### src/rtl/breakout_pkg.sv
// Shared breakout playfield constants and the ball state encoding.
package breakout_pkg;

    typedef enum logic [1:0] {
        SERVE  = 2'd0,
        MOVE   = 2'd1,
        FROZEN = 2'd2
    } ball_state_t;

    localparam int unsigned X_MAX    = 639;
    localparam int unsigned Y_MAX    = 479;
    localparam int unsigned BALL_R   = 3;
    localparam int unsigned STEP     = 1;
    localparam int unsigned PADDLE_Y = 440;
    localparam int unsigned PADDLE_W = 80;
    localparam int unsigned X_START  = 320;
    localparam int unsigned Y_START  = 400;

    localparam int unsigned POS_W = 11;
    localparam int unsigned X_W   = 10;
    localparam int unsigned Y_W   = 9;

    // Limits on the ball centre so the whole ball stays on screen.
    localparam int unsigned XL = BALL_R;
    localparam int unsigned XR = X_MAX - BALL_R;
    localparam int unsigned YT = BALL_R;
    localparam int unsigned YB = Y_MAX - BALL_R;
    localparam int unsigned PT = PADDLE_Y - BALL_R;

endpackage

### src/rtl/ball_motion_axis_step.sv
// One axis of ball motion: wall reflection at lo/hi, forced or requested flips, one step.
module axis_step
    import breakout_pkg::*;
(
    input  logic [POS_W-1:0] pos,
    input  logic             dir,
    input  logic [POS_W-1:0] lo,
    input  logic [POS_W-1:0] hi,
    input  logic             flip_req,
    input  logic             force_reflect,
    output logic [POS_W-1:0] next_pos,
    output logic             next_dir,
    output logic             at_limit
);

    logic w_hit_hi;
    logic w_hit_lo;
    logic w_turn;

    assign w_hit_hi = dir && ((pos + POS_W'(STEP)) > hi);
    assign w_hit_lo = !dir && (pos < (lo + POS_W'(STEP)));
    assign at_limit = w_hit_hi | w_hit_lo;

    // Any reason to turn flips once; a wall and a brick together never double-flip.
    assign w_turn   = at_limit | force_reflect | flip_req;
    assign next_dir = w_turn ? ~dir : dir;
    assign next_pos = next_dir ? (pos + POS_W'(STEP)) : (pos - POS_W'(STEP));

endmodule

### src/rtl/ball_motion.sv
// Breakout ball position generator: serve, bounce off walls/paddle/bricks, freeze on death.
module ball_motion
    import breakout_pkg::*;
(
    input  logic        clk,
    input  logic        reset,
    input  logic        launch,
    input  logic [9:0]  paddle_x,
    input  logic        brick_hit_x,
    input  logic        brick_hit_y,
    input  logic        gameOver,
    output logic [9:0]  ball_x,
    output logic [8:0]  ball_y,
    output logic        moving
);

    ball_state_t      r_state;
    ball_state_t      w_state_nxt;
    logic [X_W-1:0]   r_x;
    logic [X_W-1:0]   w_x_nxt;
    logic [Y_W-1:0]   r_y;
    logic [Y_W-1:0]   w_y_nxt;
    logic             r_dx;
    logic             w_dx_nxt;
    logic             r_dy;
    logic             w_dy_nxt;
    logic             r_moving;

    logic [POS_W-1:0] w_x11;
    logic [POS_W-1:0] w_y11;
    logic [POS_W-1:0] w_px11;
    logic [POS_W-1:0] w_x_step;
    logic [POS_W-1:0] w_y_step;
    logic             w_dx_step;
    logic             w_dy_step;
    logic             w_x_lim;
    logic             w_y_lim;
    logic             w_paddle_hit;
    logic             w_flip_x;
    logic             w_flip_y;
    logic             w_floor;

    assign w_x11  = POS_W'(r_x);
    assign w_y11  = POS_W'(r_y);
    assign w_px11 = POS_W'(paddle_x);

    // Paddle catch: this step would carry a falling ball past the paddle top inside its span.
    assign w_paddle_hit = r_dy
                       && (w_y11 <= POS_W'(PT))
                       && ((w_y11 + POS_W'(STEP)) > POS_W'(PT))
                       && (w_x11 >= w_px11)
                       && (w_x11 <= (w_px11 + POS_W'(PADDLE_W - 1)));

    // Brick pulses lose to any wall/paddle reflection on the same axis.
    assign w_flip_x = brick_hit_x & ~w_x_lim;
    assign w_flip_y = brick_hit_y & ~w_y_lim & ~w_paddle_hit;
    assign w_floor  = r_dy & w_y_lim;

    axis_step u_axis_x (
        .pos           (w_x11),
        .dir           (r_dx),
        .lo            (POS_W'(XL)),
        .hi            (POS_W'(XR)),
        .flip_req      (w_flip_x),
        .force_reflect (1'b0),
        .next_pos      (w_x_step),
        .next_dir      (w_dx_step),
        .at_limit      (w_x_lim)
    );

    axis_step u_axis_y (
        .pos           (w_y11),
        .dir           (r_dy),
        .lo            (POS_W'(YT)),
        .hi            (POS_W'(YB)),
        .flip_req      (w_flip_y),
        .force_reflect (w_paddle_hit),
        .next_pos      (w_y_step),
        .next_dir      (w_dy_step),
        .at_limit      (w_y_lim)
    );

    always_ff @(posedge clk) begin
        if (reset) begin
            r_state  <= SERVE;
            r_x      <= X_W'(X_START);
            r_y      <= Y_W'(Y_START);
            r_dx     <= 1'b1;
            r_dy     <= 1'b0;
            r_moving <= 1'b0;
        end else begin
            r_state  <= w_state_nxt;
            r_x      <= w_x_nxt;
            r_y      <= w_y_nxt;
            r_dx     <= w_dx_nxt;
            r_dy     <= w_dy_nxt;
            r_moving <= (w_state_nxt == MOVE);
        end
    end

    always_comb begin
        w_state_nxt = r_state;
        w_x_nxt     = r_x;
        w_y_nxt     = r_y;
        w_dx_nxt    = r_dx;
        w_dy_nxt    = r_dy;
        case (r_state)
            SERVE: begin
                w_x_nxt  = X_W'(X_START);
                w_y_nxt  = Y_W'(Y_START);
                w_dx_nxt = 1'b1;
                w_dy_nxt = 1'b0;
                if (launch) begin
                    w_state_nxt = MOVE;
                end
            end
            MOVE: begin
                if (gameOver) begin
                    w_state_nxt = FROZEN;
                end else begin
                    w_x_nxt  = X_W'(w_x_step);
                    w_dx_nxt = w_dx_step;
                    if (w_floor) begin
                        // Missed the paddle: park on the bottom limit and stop.
                        w_y_nxt     = Y_W'(YB);
                        w_state_nxt = FROZEN;
                    end else begin
                        w_y_nxt  = Y_W'(w_y_step);
                        w_dy_nxt = w_dy_step;
                    end
                end
            end
            FROZEN: begin
                w_state_nxt = FROZEN;
            end
            default: begin
                w_state_nxt = SERVE;
            end
        endcase
    end

    assign ball_x = r_x;
    assign ball_y = r_y;
    assign moving = r_moving;

endmodule

### config.mk
export PLATFORM = sky130hd
export DESIGN_NAME = ball_motion
export DESIGN_NICKNAME = d
export VERILOG_FILES = /design/src/rtl/breakout_pkg.sv /design/src/rtl/ball_motion_axis_step.sv /design/src/rtl/ball_motion.sv
export SDC_FILE = /design/constraint.sdc
export NUM_CORES = 1
export LEC_CHECK = 0
export CAP_MARGIN = 40
export CORE_ASPECT_RATIO = 1.2
export CORE_MARGIN = 3
export CORE_UTILIZATION = 40
export DETAILED_ROUTE_END_ITERATION = 10
export PLACE_DENSITY_LB_ADDON = 0.12
export SYNTH_ARGS = -nofsm -noshare
export SYNTH_HDL_FRONTEND = slang
export SYNTH_HIERARCHICAL = 1
export SYNTH_SLANG_ARGS = --single-unit
### constraint.sdc
create_clock -name clk -period 12.8 [get_ports clk]
set_input_delay 1.28 -clock clk [delete_from_list [all_inputs] [get_ports clk]]
set_output_delay 1.28 -clock clk [all_outputs]
set_load 0.1 [all_outputs]
After elaboration in Yosys (flattened, before gate mapping). Cells that the tools add are included.

Flip-flop bits (word level): 24. Logic and storage cells: 70.

$lt $le $gt $ge: 8. Eq/ne operators: 5. Multiplexer cells: 18. Reductions and logical operators: 14. Bitwise operators: 14. Add/sub/neg operators: 5.

Operators by type and width (count): 9-bit two-way mux (3); 10-bit by 9-bit greater-than comparator with 1-bit output (second input constant) (2); 10-bit two-way mux (2); 10-bit case mux with 2 select lines (1); 9-bit case mux with 2 select lines (1); 10-bit by 1-bit adder with 11-bit output (second input constant) (1); 10-bit by 7-bit adder with 11-bit output (second input constant) (1); 11-bit by 10-bit greater-than comparator with 1-bit output (second input constant) (1); 10-bit by 11-bit less-or-equal comparator with 1-bit output (1); 9-bit by 1-bit adder with 10-bit output (second input constant) (1); 10-bit greater-or-equal comparator (1); 10-bit by 3-bit less-than comparator with 1-bit output (second input constant) (1); 10-bit by 1-bit subtractor with 10-bit output (second input constant) (1); 9-bit less-or-equal comparator (second input constant) (1); 9-bit by 3-bit less-than comparator with 1-bit output (second input constant) (1); 9-bit by 1-bit subtractor with 9-bit output (second input constant) (1); 1-bit logical AND (8); 2-bit two-way mux (3); 2-bit case mux with 3 select lines (1); 1-bit two-way mux (5); 1-bit inverter (5); 1-bit OR (5); 1-bit AND (4); 2-bit by 1-bit == test with 1-bit output (second input constant) (2); 8 further kinds (11).

Longest topological paths before layout.
Depth in word-level cells: 13. Mapped depth: 23. Depth with buffers taken out: 22.

By module. Netlist, hierarchy kept.

By module, submodules not included: ball_motion (instances 1, cells an instance 189, area each 1592.8 um2); axis_step (u_axis_x) (instances 1, cells an instance 149, area each 1153.6 um2); axis_step (u_axis_y) (instances 1, cells an instance 151, area each 1146.1 um2).

Worst setup path before layout. Ideal clock, no wire load.

Path type: reg-to-reg. Start point: register r_y[4] (netlist: ball_y[4]). End point: register r_y[7] (netlist: ball_y[7]). Path buffers: 1. Slack: 7.974 ns. Data arrival time: 4.704 ns. Setup time: 0.122 ns. Cell stages (with the launch flop): 23. Cells stage by stage: dfxtp_1 and3_2 nand3_1 nor2_1 nand3_1 xnor2_1 ha_1 nand4_1 a211oi_1 a2111oi_4 o21bai_1 nor2b_1 o211a_1 nand4b_1 o211ai_1 nor2_1 xnor2_1 o22ai_4 buf_6 mux2i_1 xnor2_1 o22ai_1 nand2b_1.

Longest elaborated chain between the ends: 13. Elaborated cells between the ends (all ways): 25.

RTL lines: from (decl) (line ball_motion.sv:21) `logic [Y_W-1:0] r_y;`; from (signal assigned) (line ball_motion.sv:87) `r_y <= Y_W'(Y_START);`; from (signal assigned) (line ball_motion.sv:94) `r_y <= w_y_nxt;`; 9-bit by 1-bit adder with 10-bit output (line ball_motion_axis_step.sv:27) `assign next_pos = next_dir ? (pos + POS_W'(STEP)) : (pos - POS_W'(STEP));`; 10-bit by 9-bit greater-than comparator with 1-bit output (line ball_motion_axis_step.sv:20) `assign w_hit_hi = dir && ((pos + POS_W'(STEP)) > hi);`; 1-bit logical AND (line ball_motion_axis_step.sv:20); 1-bit OR (*) (line ball_motion_axis_step.sv:22) `assign at_limit = w_hit_hi | w_hit_lo;`; net w_y_lim (line ball_motion.sv:37) `logic w_y_lim;`; 1-bit inverter (*) (line ball_motion.sv:56) `assign w_flip_y = brick_hit_y & ~w_y_lim & ~w_paddle_hit;`; 1-bit AND (*) (2 in series) (line ball_motion.sv:56); net w_flip_y (line ball_motion.sv:40) `logic w_flip_y;`; 1-bit OR (*) (line ball_motion_axis_step.sv:25) `assign w_turn = at_limit | force_reflect | flip_req;`; 1-bit two-way mux (*) (line ball_motion_axis_step.sv:26) `assign next_dir = w_turn ? ~dir : dir;`; 9-bit two-way mux (*) (line ball_motion_axis_step.sv:27); net w_y_step[7] (line ball_motion.sv:33) `logic [POS_W-1:0] w_y_step;`; 9-bit two-way mux (*) (line ball_motion.sv:123) `if (w_floor) begin`; 9-bit two-way mux (*) (line ball_motion.sv:118) `if (gameOver) begin`; 9-bit case mux with 2 select lines (*) (line ball_motion.sv:107) `case (r_state)`.

The timed path passes the listed nets; every way through them passes the cells marked *. The select of a mux whose other input is x is not followed. A chain may end at the register's enable or synchronous reset.

Final worst setup path.
Start point: register r_y[0] (netlist: ball_y[0]). End point: register r_y[6] (netlist: ball_y[6]).

Same word-level chain as after synthesis.

==> run metrics <==
non-filler cells in the finished layout=between 700 and 800; DRC viols=0; Clock Latency Late Sink=about 0.26 ns; remaining global-route overflow=0; Via density=around 4.9; htree depth=1; Starting Density=41.4%; Final #Nets=approximately 700; Placer Congestion=0.870; worst r2r src=ball_y[0]$_SDFFE_PP0P_; detailed placer's ending HPWL=between 7000 and 8000 µm; Post-Syn Area=roughly 3800 µm²; Final min period=just over 5 ns; Port Buffers=35; Max VDD drop=about 0.064 mV; clk buf depth=2; R2R Setup Slk=between 7 and 8 ns; Hold Vio Cnt, Final=0; Die Ht=approximately 110 µm; initial antenna violation count=0; Core Box Area=~9200 µm²; Startpoint Class=flip-flop; status=complete, no violations; most frequent cells in the layout=conb_1, ha_1, inv_1; CTS tree=yes; Fin Clk Skew=roughly 0.0027 ns; Finish-stage setup viols=0; TritonCTS Sinks=24; largest net degree at the start of global routing=25; synthesized instance count=477; CTS hold repair buffers=0; average size of a mapped cell=about 8 µm²; capture point of the worst reg-to-reg path=ball_y[6]$_SDFFE_PP0P_; CP endpoint kind=flip-flop; share of cells above drive strength 1=about 6.5%; total number of vias=between 3000 and 4000; GRT Total Usage=a little under a fifth; worst r2r path cells=20; Hold Path Class=reg2reg; Avg WL per Cell=roughly 13 µm; Layout area overhead=30.4%; Final Cycle Share=39.6%; top fanout value on the critical path=12; Worst Tran Pin Value=slightly above 0.8 ns; Rows=38; crit path DAT=around 5.3 ns; total die area=about 11000 µm²; die width=95.0 µm; Synth warnings=6; First-pass DRT Iterations=4; P_leak=2.32 nW; Max Cap Violations=0; Worst setup endpoint=ball_y[6]$_SDFFE_PP0P_; global-route wire length before repair=around 16000 µm; I/O pin count=36; max frequency=between 0.15 and 0.2 GHz; post-CTS setup buffers=0; setup TNS=0 ns; Worst Hold Depth=2; max-slew violation count=0; clock-pin slew on the worst setup and hold paths=around 0.080 ns; most common cell after layout, fill and taps aside=conb_1; placed cells=around 730; Crit. Startpoint=ball_y[0]$_SDFFE_PP0P_; ANT nets after route=0; DRT iter0 DRCs=roughly 130; Power Total=around 0.27 mW; Antenna diodes=0; routed wire length=9290 µm; Root Driver=clkbuf_8; Max-slew headroom=a little under half; power per standard cell area=about 54 nW/µm²; unrepaired setup endpoints after global routing=no; number of global-route vias before repair=approximately 3600; TritonCTS buffer count=3; CP required=12.98 ns; Setup Crit Path Kind=reg2reg; filler instances=880; Gates resized, CTS repair=0
==> worst max-delay path, cell delays in order (launching register included) <==
cell and delay, ns:
dfxtp_1 0.58, ha_1 0.28, nand3_1 0.17, nor2_1 0.27
and3_1 0.29, xor2_1 0.18, ha_1 0.16, nand4_1 0.16
o31ai_1 0.61, o21bai_1 0.26, nor2b_1 0.30, o211a_1 0.20
nand4b_1 0.11, o211ai_1 0.11, nor2_1 0.07, xnor2_1 0.17
o22ai_4 0.32, mux2i_1 0.32, xnor2_1 0.15, o21ai_0 0.10
a21oi_1 0.17
==> where the power goes <==
group	leakage (nW)	switching (mW)	internal, mW
logic	2.09	0.0667	0.0520
clock network	0.0357	0.0233	0.0418
registers	0.195	0.00637	0.0769
==> registers in the layout, indices dropped and copies added, names as in the netlist <==
| name | flops |
|---|---|
| ball_x | 10 |
| ball_y | 9 |
| r_state | 2 |
| moving | 1 |
| r_dx | 1 |
| r_dy | 1 |
==> worst min path at each step <==
stage / slack [ns] / startpoint / endpoint
floorplan: 0.51 / r_dx$_SDFFE_PP1P_ / r_dx$_SDFFE_PP1P_
global placement: 0.57 / r_dx$_SDFFE_PP1P_ / r_dx$_SDFFE_PP1P_
detailed placement: 0.58 / r_dx$_SDFFE_PP1P_ / r_dx$_SDFFE_PP1P_
CTS: 0.60 / r_dx$_SDFFE_PP1P_ / r_dx$_SDFFE_PP1P_
global route: 0.63 / r_dx$_SDFFE_PP1P_ / r_dx$_SDFFE_PP1P_
finish: 0.59 / r_dx$_SDFFE_PP1P_ / r_dx$_SDFFE_PP1P_
==> stage by stage <==
stage	setup WS (ns)	util, %	cell area, µm²	hold slack [ns]
floorplan	8.01	-	4150	0.511
global route	7.30	54.0	4960	0.634
detailed placement	7.58	53.2	4890	0.578
CTS	7.75	54.0	4960	0.596
global placement	7.70	50.0	4590	0.573
finish	7.73	54.0	4960	0.592
==> area by class of cell <==
| type | instances | area (µm²) | share of cell area (%) |
|---|---|---|---|
| multi-input cells | 487 | 3430 | 69.2 |
| repair buffers | 56 | 658 | 13.3 |
| flip-flops and latches | 24 | 480 | 9.69 |
| inverters | 44 | 165 | 3.33 |
| well taps | 120 | 150 | 3.03 |
| clock buffers | 3 | 41.3 | 0.833 |
| clock inverters | 1 | 30.0 | 0.606 |
==> per-layer routing <==
metal,part of all wire (%),vias to the layer above,track usage [%]
met5,0,-,0
met2,54,52,35.8
met4,1.2,0,3.85
li1,-,1902,-
met1,42,1645,21.4
met3,2.1,10,1.13
(Power assumes the default switching activity.)
